**src/rtl/alu_muldiv_if.sv**
```systemverilog
// Request/response bundle for alu_muldiv.
// Ports: request i_valid/i_A/i_B/i_mode with o_ready for acceptance.
//        Response o_valid pulse with o_result, o_zero and o_div_by_zero.
interface alu_muldiv_if #(
  parameter int DATA_WIDTH = 32,
  parameter int MODE_WIDTH = 6
);
  logic                  i_valid;
  logic                  o_ready;
  logic [DATA_WIDTH-1:0] i_A;
  logic [DATA_WIDTH-1:0] i_B;
  logic [MODE_WIDTH-1:0] i_mode;
  logic                  o_valid;
  logic [DATA_WIDTH-1:0] o_result;
  logic                  o_zero;
  logic                  o_div_by_zero;

  modport master (
    output i_valid, i_A, i_B, i_mode,
    input  o_ready, o_valid, o_result, o_zero, o_div_by_zero
  );

  modport slave (
    input  i_valid, i_A, i_B, i_mode,
    output o_ready, o_valid, o_result, o_zero, o_div_by_zero
  );
endinterface

```
**src/rtl/alu_muldiv.sv**
```systemverilog
// MIPS-style ALU with HI/LO registers and iterative multiply/divide.
// Latency: single-cycle ops 1 edge; MULT/MULTU/DIV/DIVU DATA_WIDTH+1 edges.
// Backpressure: o_ready low while mul/div iterates; requests then are dropped.
// Ports: i_clk, i_rst_n (async active-low), bus (alu_muldiv_if.slave).
module alu_muldiv #(
  parameter int DATA_WIDTH = 32,
  parameter int MODE_WIDTH = 6
) (
  input logic         i_clk,
  input logic         i_rst_n,
  alu_muldiv_if.slave bus
);
  localparam int W  = DATA_WIDTH;
  localparam int SW = $clog2(DATA_WIDTH);
  typedef logic [MODE_WIDTH-1:0] mode_t;

  localparam mode_t OP_SLL   = mode_t'(6'b000000);
  localparam mode_t OP_SRL   = mode_t'(6'b000010);
  localparam mode_t OP_SRA   = mode_t'(6'b000011);
  localparam mode_t OP_MFHI  = mode_t'(6'b010000);
  localparam mode_t OP_MTHI  = mode_t'(6'b010001);
  localparam mode_t OP_MFLO  = mode_t'(6'b010010);
  localparam mode_t OP_MTLO  = mode_t'(6'b010011);
  localparam mode_t OP_MULT  = mode_t'(6'b011000);
  localparam mode_t OP_MULTU = mode_t'(6'b011001);
  localparam mode_t OP_DIV   = mode_t'(6'b011010);
  localparam mode_t OP_DIVU  = mode_t'(6'b011011);
  localparam mode_t OP_ADD   = mode_t'(6'b100000);
  localparam mode_t OP_ADDU  = mode_t'(6'b100001);
  localparam mode_t OP_SUB   = mode_t'(6'b100010);
  localparam mode_t OP_SUBU  = mode_t'(6'b100011);
  localparam mode_t OP_AND   = mode_t'(6'b100100);
  localparam mode_t OP_OR    = mode_t'(6'b100101);
  localparam mode_t OP_XOR   = mode_t'(6'b100110);
  localparam mode_t OP_NOR   = mode_t'(6'b100111);
  localparam mode_t OP_SLT   = mode_t'(6'b101000);
  localparam mode_t OP_SLTU  = mode_t'(6'b101001);
  localparam logic [SW-1:0] LAST_CNT = SW'(W - 1);

  typedef enum logic [1:0] {IDLE, MUL, DIV} state_t;
  state_t state, state_nxt;

  logic [W-1:0]  hi, lo, result_q, acc_hi, acc_lo, opnd, a_save;
  logic          valid_q, zero_q, dbz_q, dbz, neg_hi, neg_lo;
  logic [SW-1:0] cnt;

  logic [W-1:0]  a, b, alu_res, a_mag, b_mag;
  logic [SW-1:0] shamt;
  logic          accept, is_mul, is_div, is_sgn, a_neg, b_neg, last;

  assign a      = bus.i_A;
  assign b      = bus.i_B;
  assign shamt  = b[SW-1:0];
  assign accept = bus.i_valid && bus.o_ready;
  assign last   = (cnt == LAST_CNT);

  assign bus.o_ready       = (state == IDLE);
  assign bus.o_valid       = valid_q;
  assign bus.o_result      = result_q;
  assign bus.o_zero        = zero_q;
  assign bus.o_div_by_zero = dbz_q;

  // Decode; anything not listed yields all ones and leaves HI/LO alone.
  always_comb begin
    alu_res = '1;
    is_mul  = 1'b0;
    is_div  = 1'b0;
    is_sgn  = 1'b0;
    case (bus.i_mode)
      OP_ADD, OP_ADDU: alu_res = a + b;
      OP_SUB, OP_SUBU: alu_res = a - b;
      OP_AND:          alu_res = a & b;
      OP_OR:           alu_res = a | b;
      OP_XOR:          alu_res = a ^ b;
      OP_NOR:          alu_res = ~(a | b);
      OP_SLT:          alu_res = {{(W-1){1'b0}}, ($signed(a) < $signed(b))};
      OP_SLTU:         alu_res = {{(W-1){1'b0}}, (a < b)};
      OP_SLL:          alu_res = a << shamt;
      OP_SRL:          alu_res = a >> shamt;
      OP_SRA:          alu_res = $signed(a) >>> shamt;
      OP_MFHI:         alu_res = hi;
      OP_MFLO:         alu_res = lo;
      OP_MTHI, OP_MTLO: alu_res = a;
      OP_MULT:  begin is_mul = 1'b1; is_sgn = 1'b1; end
      OP_MULTU:       is_mul = 1'b1;
      OP_DIV:   begin is_div = 1'b1; is_sgn = 1'b1; end
      OP_DIVU:        is_div = 1'b1;
      default:  alu_res = '1;
    endcase
  end

  // Iterate on magnitudes; signs are reapplied on the final edge.
  assign a_neg = is_sgn && a[W-1];
  assign b_neg = is_sgn && b[W-1];
  assign a_mag = a_neg ? -a : a;
  assign b_mag = b_neg ? -b : b;

  // One iteration. MUL: {acc_hi,acc_lo} is partial product over remaining
  // multiplier bits. DIV: acc_hi is the partial remainder, acc_lo shifts the
  // dividend out at the top and the quotient in at the bottom.
  logic [W:0]   mul_sum, div_trial;
  logic [W-1:0] step_hi, step_lo;
  always_comb begin
    mul_sum   = {1'b0, acc_hi} + (acc_lo[0] ? {1'b0, opnd} : {(W+1){1'b0}});
    div_trial = {acc_hi, acc_lo[W-1]} - {1'b0, opnd};
    if (state == MUL) begin
      step_hi = mul_sum[W:1];
      step_lo = {mul_sum[0], acc_lo[W-1:1]};
    end else if (!div_trial[W]) begin
      step_hi = div_trial[W-1:0];
      step_lo = {acc_lo[W-2:0], 1'b1};
    end else begin
      step_hi = {acc_hi[W-2:0], acc_lo[W-1]};
      step_lo = {acc_lo[W-2:0], 1'b0};
    end
  end

  // Final HI/LO from the last iteration, with sign correction.
  logic [2*W-1:0] prod;
  logic [W-1:0]   fin_hi, fin_lo;
  always_comb begin
    prod = {step_hi, step_lo};
    if (neg_lo) prod = -prod;
    if (state == MUL) begin
      fin_hi = prod[2*W-1:W];
      fin_lo = prod[W-1:0];
    end else if (dbz) begin
      fin_hi = a_save;
      fin_lo = '1;
    end else begin
      fin_hi = neg_hi ? -step_hi : step_hi;
      fin_lo = neg_lo ? -step_lo : step_lo;
    end
  end

  always_ff @(posedge i_clk or negedge i_rst_n) begin
    if (!i_rst_n) state <= IDLE;
    else          state <= state_nxt;
  end

  always_comb begin
    state_nxt = state;
    case (state)
      IDLE: begin
        if (accept && is_mul)      state_nxt = MUL;
        else if (accept && is_div) state_nxt = DIV;
      end
      MUL, DIV: if (last) state_nxt = IDLE;
      default:  state_nxt = IDLE;
    endcase
  end

  always_ff @(posedge i_clk or negedge i_rst_n) begin
    if (!i_rst_n) begin
      hi <= '0; lo <= '0; result_q <= '0; acc_hi <= '0; acc_lo <= '0;
      opnd <= '0; a_save <= '0; cnt <= '0;
      valid_q <= 1'b0; zero_q <= 1'b1; dbz_q <= 1'b0;
      dbz <= 1'b0; neg_hi <= 1'b0; neg_lo <= 1'b0;
    end else begin
      valid_q <= 1'b0;
      if (state == IDLE) begin
        if (accept) begin
          dbz_q <= 1'b0;
          cnt   <= '0;
          if (is_mul || is_div) begin
            // Multiplier / dividend goes in acc_lo, the other operand in opnd.
            acc_hi <= '0;
            acc_lo <= a_mag;
            opnd   <= b_mag;
            neg_lo <= a_neg ^ b_neg;
            neg_hi <= a_neg;
            dbz    <= is_div && (b == '0);
            a_save <= a;
          end else begin
            valid_q  <= 1'b1;
            result_q <= alu_res;
            zero_q   <= (alu_res == '0);
            if (bus.i_mode == OP_MTHI) hi <= a;
            if (bus.i_mode == OP_MTLO) lo <= a;
          end
        end
      end else begin
        acc_hi <= step_hi;
        acc_lo <= step_lo;
        cnt    <= cnt + 1'b1;
        if (last) begin
          hi       <= fin_hi;
          lo       <= fin_lo;
          result_q <= fin_lo;
          zero_q   <= (fin_lo == '0);
          dbz_q    <= dbz;
          valid_q  <= 1'b1;
          cnt      <= '0;
        end
      end
    end
  end
endmodule
```
**src/flat_wrapper.sv**
```systemverilog
// flat-port wrapper written by rule: the top's interface ports become plain ports
module alu_muldiv_flat 
#(
  parameter int DATA_WIDTH = 32,
  parameter int MODE_WIDTH = 6
)
  (i_clk, i_rst_n, bus_i_valid, bus_i_A, bus_i_B, bus_i_mode, bus_o_ready, bus_o_valid, bus_o_result, bus_o_zero, bus_o_div_by_zero);
  alu_muldiv_if #(.DATA_WIDTH(DATA_WIDTH), .MODE_WIDTH(MODE_WIDTH)) bus_i ();
  input logic i_clk;
  input logic i_rst_n;
  input wire logic [$bits(bus_i.i_valid)-1:0] bus_i_valid;
  input wire logic [$bits(bus_i.i_A)-1:0] bus_i_A;
  input wire logic [$bits(bus_i.i_B)-1:0] bus_i_B;
  input wire logic [$bits(bus_i.i_mode)-1:0] bus_i_mode;
  output wire logic [$bits(bus_i.o_ready)-1:0] bus_o_ready;
  output wire logic [$bits(bus_i.o_valid)-1:0] bus_o_valid;
  output wire logic [$bits(bus_i.o_result)-1:0] bus_o_result;
  output wire logic [$bits(bus_i.o_zero)-1:0] bus_o_zero;
  output wire logic [$bits(bus_i.o_div_by_zero)-1:0] bus_o_div_by_zero;
  assign bus_i.i_valid = bus_i_valid;
  assign bus_i.i_A = bus_i_A;
  assign bus_i.i_B = bus_i_B;
  assign bus_i.i_mode = bus_i_mode;
  assign bus_o_ready = bus_i.o_ready;
  assign bus_o_valid = bus_i.o_valid;
  assign bus_o_result = bus_i.o_result;
  assign bus_o_zero = bus_i.o_zero;
  assign bus_o_div_by_zero = bus_i.o_div_by_zero;
  alu_muldiv #(.DATA_WIDTH(DATA_WIDTH), .MODE_WIDTH(MODE_WIDTH)) u_core (.i_clk(i_clk), .i_rst_n(i_rst_n), .bus(bus_i));
endmodule
```
**config.mk**
```make
export PLATFORM = sky130hd
export DESIGN_NAME = alu_muldiv_flat
export DESIGN_NICKNAME = d
export VERILOG_FILES = /design/src/rtl/alu_muldiv_if.sv /design/src/rtl/alu_muldiv.sv /design/src/flat_wrapper.sv
export SDC_FILE = /design/constraint.sdc
export NUM_CORES = 2
export LEC_CHECK = 0
export BUFFER_PORTS_ARGS = -buffer_cell sky130_fd_sc_hd__buf_2
export CAP_MARGIN = 20
export CELL_PAD_IN_SITES_DETAIL_PLACEMENT = 1
export CELL_PAD_IN_SITES_GLOBAL_PLACEMENT = 1
export CORE_MARGIN = 2
export CORE_UTILIZATION = 43
export CTS_CLUSTER_DIAMETER = 200
export CTS_CLUSTER_SIZE = 12
export DETAILED_ROUTE_END_ITERATION = 12
export MAX_ROUTING_LAYER = met4
export PLACE_DENSITY = 0.84
export SYNTH_ARGS = -nofsm -noshare
export SYNTH_HDL_FRONTEND = slang
export SYNTH_SLANG_ARGS = --single-unit
```
**constraint.sdc**
```tcl
create_clock -name i_clk -period 6.1 [get_ports i_clk]
set_input_delay 0.305 -clock i_clk [delete_from_list [all_inputs] [get_ports i_clk]]
set_output_delay 0.305 -clock i_clk [all_outputs]
set_load 0.01 [all_outputs]
```
==> metrics.md <==
| Metric | Value |
|---|---|
| CP max stage delay | 450 ps |
| Yosys warns | 0 |
| Peak supply drop | 0.2726 mV |
| Top layer used by detailed routing | met4 |
| Fin cells | 4716 |
| Total wire length | 146.9 mm |
| Hold path cells | 3 |
| Setup violators final | 0 |
| Met1 wire length | 56.55 mm |
| Hold path start | bus_i_B[29] |
| Synth cell types | 91 |
| Clk root buf | clkbuf_16 |
| CP max stage cell | fa_1 |
| CP Launch Type | flop |
| Total negative slack | 0 ps |
| Hold slack | 126.5 ps |
| Worst R2R Setup Slack | 390 ps |
| Clk_skew | 37.34 ps |
| Starting Density | 43.65% |
| GPL Wtd Cong | 1.138 |
| Hold EP | u_core.opnd[29]$_DFFE_PN0P_ |
| Met3 wire len | 15.20 mm |
| Initial drt markers | 4149 |
| Syn_area_per_cell | 7.412 µm² |
| Layout cells sized above 1 | 10.12% |
| Crit path buffers/inverters | 7 |
| GRT Overall Usage | 42.14% |
| Power Density | 498.6 nW/µm² |
| Final hold violation count | 0 |
| Overall Power | 15.45 mW |
| Post-DR vias/cell | 7.019 |
| Post-place instance area | 30270 µm² |
| Cells after synthesis | 3893 |
| Hold crit path type | in2reg |
| Residual DRC count | 0 |
| PortBufs | 108 |
| Crit Reg-Reg Endpoint | u_core.hi[30]$_DFFE_PN0P_ |
| Post-synth EDFFs | 0 |
| Static Leakage | 12.64 nW |
| Most frequent CP cell | buf_4 |
| Sequential fraction of the synthesis area | 20.56% |
| Nets | 4079 |
| # IOs | 109 |
| Post-route clock period utilization | 93.56% |
| Synthesized cell area | 28860 µm² |
| Slew at the pin closest to its max-slew limit | 1173 ps |
| Status | finished clean |
| Family with the most delay on the worst path | compound AO/OA/AOI/OAI gates |
| Num rows | 94 |
| Crit end category | flop |
| Number of CTS-inserted buffers | 23 |
| Placed instance count | 4670 |
| CP Data Required Time | 6520 ps |
| Worst-Skew Late Latency | 580 ps |
| Primary FF master, synth | dfrtp_1 |
| Gr ovfl total | 0 |
| Final min period | 5707 ps |
| Crit-path max FO | 28 |
| Fmax | 175.2 MHz |
| DIE AREA | 69190 µm² |
| Syn_nets | 4139 |
| Dpl hpwl | 111.8 mm |
| DR WL met2 | 62.58 mm |
| Via count | 33100 |
| Vias in the first global route | 32220 |
| Total number of H-tree levels | 1 |
| Reg2Reg Depth | 26 |
| Design Area, Final | 30990 µm² |
| Max Slew Vio Count | 0 |
| Reg-to-Reg Start | u_core.acc_lo[31]$_DFFE_PN0P_ |
| CTS tree | built |
| Crit Path Class | reg2reg |
| Antenna violations before repair | 7 |
| Commonest cells after routing, fill and taps aside | nand2_1, o21ai_0, nor2_1 |
| Core ar. | 66100 µm² |
| Largest net degree at the start of global routing | 157 |
| Slew headroom | 20.82% |
| Routed length per placed instance | 31.15 µm |
| P&R area growth vs syn | 7.397% |
| CP arrival | 6130 ps |
| Antenna Nets Post-Route | 0 |
| Die width | 263.0 µm |
| Die H | 263.0 µm |
| CTS clk-pin slew, worst paths | 70 ps |
| Clock sinks | 237 |
| Clock Tree Buf Depth | 3 |
| Drt pass-1 iters | 8 |
| #FFs+latches synth | 237 |
| First-pass GRT wire length | 215.1 mm |
| Max-Cap Viols | 0 |
| Async SR Flop Fraction | 100.0% |
| Most common cell after layout, fill and taps aside | nand2_1 |
-- area by class of cell --
type / count / area, µm²
Tap cell: 864 / 1081
Inverter: 168 / 630.6
Clock buffer: 34 / 616.8
Antenna cell: 8 / 20.02
Multi-Input combinational cell: 3186 / 21290
Clock inverter: 2 / 13.76
Timing Repair Buffer: 217 / 1404
Fill cell: 8347 / 35110
Sequential cell: 237 / 5933
-- metrics by stage --
stage                     setup WS [ps]  util [%]
after CTS                         257.8     46.77
final                             393.1     46.88
after floorplan                   33.46         -
after global routing             -10.41     46.88
after global placement            394.7     45.79
after detailed placement          300.1     45.80
-- cells in the mapped netlist (19+ instances only) --
cell type | number | area, µm²
ha_1 | 169 | 2115
o31ai_1 | 78 | 585.6
nor4_1 | 32 | 200.2
buf_1 | 38 | 142.6
nor3_1 | 117 | 585.6
a31oi_1 | 43 | 269.0
and2_1 | 50 | 312.8
mux4_2 | 61 | 1374
mux2i_1 | 93 | 930.9
o21ai_0 | 401 | 2007
xor2_1 | 49 | 429.2
nand4_1 | 46 | 287.8
o21bai_1 | 19 | 142.6
dfrtp_1 | 236 | 5906
nand2b_1 | 26 | 162.7
nor2_1 | 348 | 1306
xnor2_1 | 143 | 1252
a21o_1 | 73 | 548.0
a21oi_1 | 284 | 1421
and3_1 | 27 | 168.9
or3_1 | 33 | 206.5
a211oi_1 | 66 | 495.5
a221oi_1 | 37 | 324.1
a2111oi_0 | 19 | 166.4
clkbuf_1 | 254 | 953.4
o21a_1 | 20 | 150.1
nand3_1 | 96 | 480.5
a222oi_1 | 22 | 220.2
o211ai_1 | 60 | 450.4
nand2_1 | 439 | 1648
inv_1 | 164 | 615.6
-- state kept, by name, summed over array words and instances (netlist names) --
name	cells
u_core.opnd	32
u_core.acc_hi	32
u_core.dbz	1
u_core.a_save	32
u_core.neg_hi	1
u_core.state	2
u_core.lo	32
u_core.cnt	5
u_core.neg_lo	1
u_core.bus.o_valid	1
u_core.bus.o_div_by_zero	1
u_core.acc_lo	32
u_core.hi	32
u_core.bus.o_result	32
u_core.bus.o_zero	1
-- timing repair --
item / in CTS / in global routing
setup buffers: 0 / 1
hold buffers: 1 / 0
gates resized for setup: 0 / 10
setup endpoints to repair: 0 / 4
endpoints found under the hold margin: 95 / 0
-- where the power goes --
| group | internal, mW | leakage, nW | switching (mW) |
|---|---|---|---|
| clock | 0.695 | 0.305 | 0.698 |
| combinational | 3.67 | 9.40 | 7.45 |
| sequential | 2.21 | 2.93 | 0.726 |
| total | 6.58 | 12.6 | 8.87 |
-- layer usage --
layer  track usage [%]  vias to the layer above
li1                  -                    14250
met1             51.60                    16280
met2             61.65                     2037
met3             9.241                      539
met4             29.42                        0
met5                 -                        -
-- cells by family after synthesis --
family | Yosys count | share of synthesized area, %
and+or+nand+nor | 1306 | 20.99
buffers and inverters | 470 | 6.166
adders and majority gates | 173 | 7.606
muxes | 170 | 8.612
xor gates and xnor gates | 192 | 5.828
DFF | 237 | 20.56
AOI/OAI and AO/OA | 1345 | 30.24
-- worst reg2reg max path: stages (launching register included) --
cell and delay [ps]:
dfrtp_1 380, inv_1 60, ha_1 160, inv_1 60, fa_1 450, a211oi_2 330
o211a_1 290, or3_1 160, a21oi_1 80, buf_4 190, o21ai_1 200, nand2_1 160
buf_4 280, nand2_1 110, a21oi_1 60, a21oi_1 320, ha_1 230, inv_1 80
nor4_1 290, buf_4 210, nand4b_1 120, buf_4 190, or2_2 330, o41ai_1 360
xor2_1 120, o21ai_0 210, o21ai_0 100
-- worst max-delay path by stage --
stage	startpoint	to	slack, ps	depth (start not counted)
floorplan	u_core.state[1]$_DFFE_PN0P_	u_core.bus.o_zero$_DFFE_PN1P_	30	23
global placement	u_core.acc_lo[31]$_DFFE_PN0P_	u_core.hi[26]$_DFFE_PN0P_	390	22
detailed placement	u_core.acc_lo[31]$_DFFE_PN0P_	u_core.hi[26]$_DFFE_PN0P_	300	22
CTS	u_core.acc_lo[31]$_DFFE_PN0P_	u_core.hi[26]$_DFFE_PN0P_	260	22
global route	u_core.acc_lo[31]$_DFFE_PN0P_	u_core.hi[30]$_DFFE_PN0P_	-10	26
finish	u_core.acc_lo[31]$_DFFE_PN0P_	u_core.hi[30]$_DFFE_PN0P_	390	26
No activity file was read; power rests on OpenSTA's default activity.
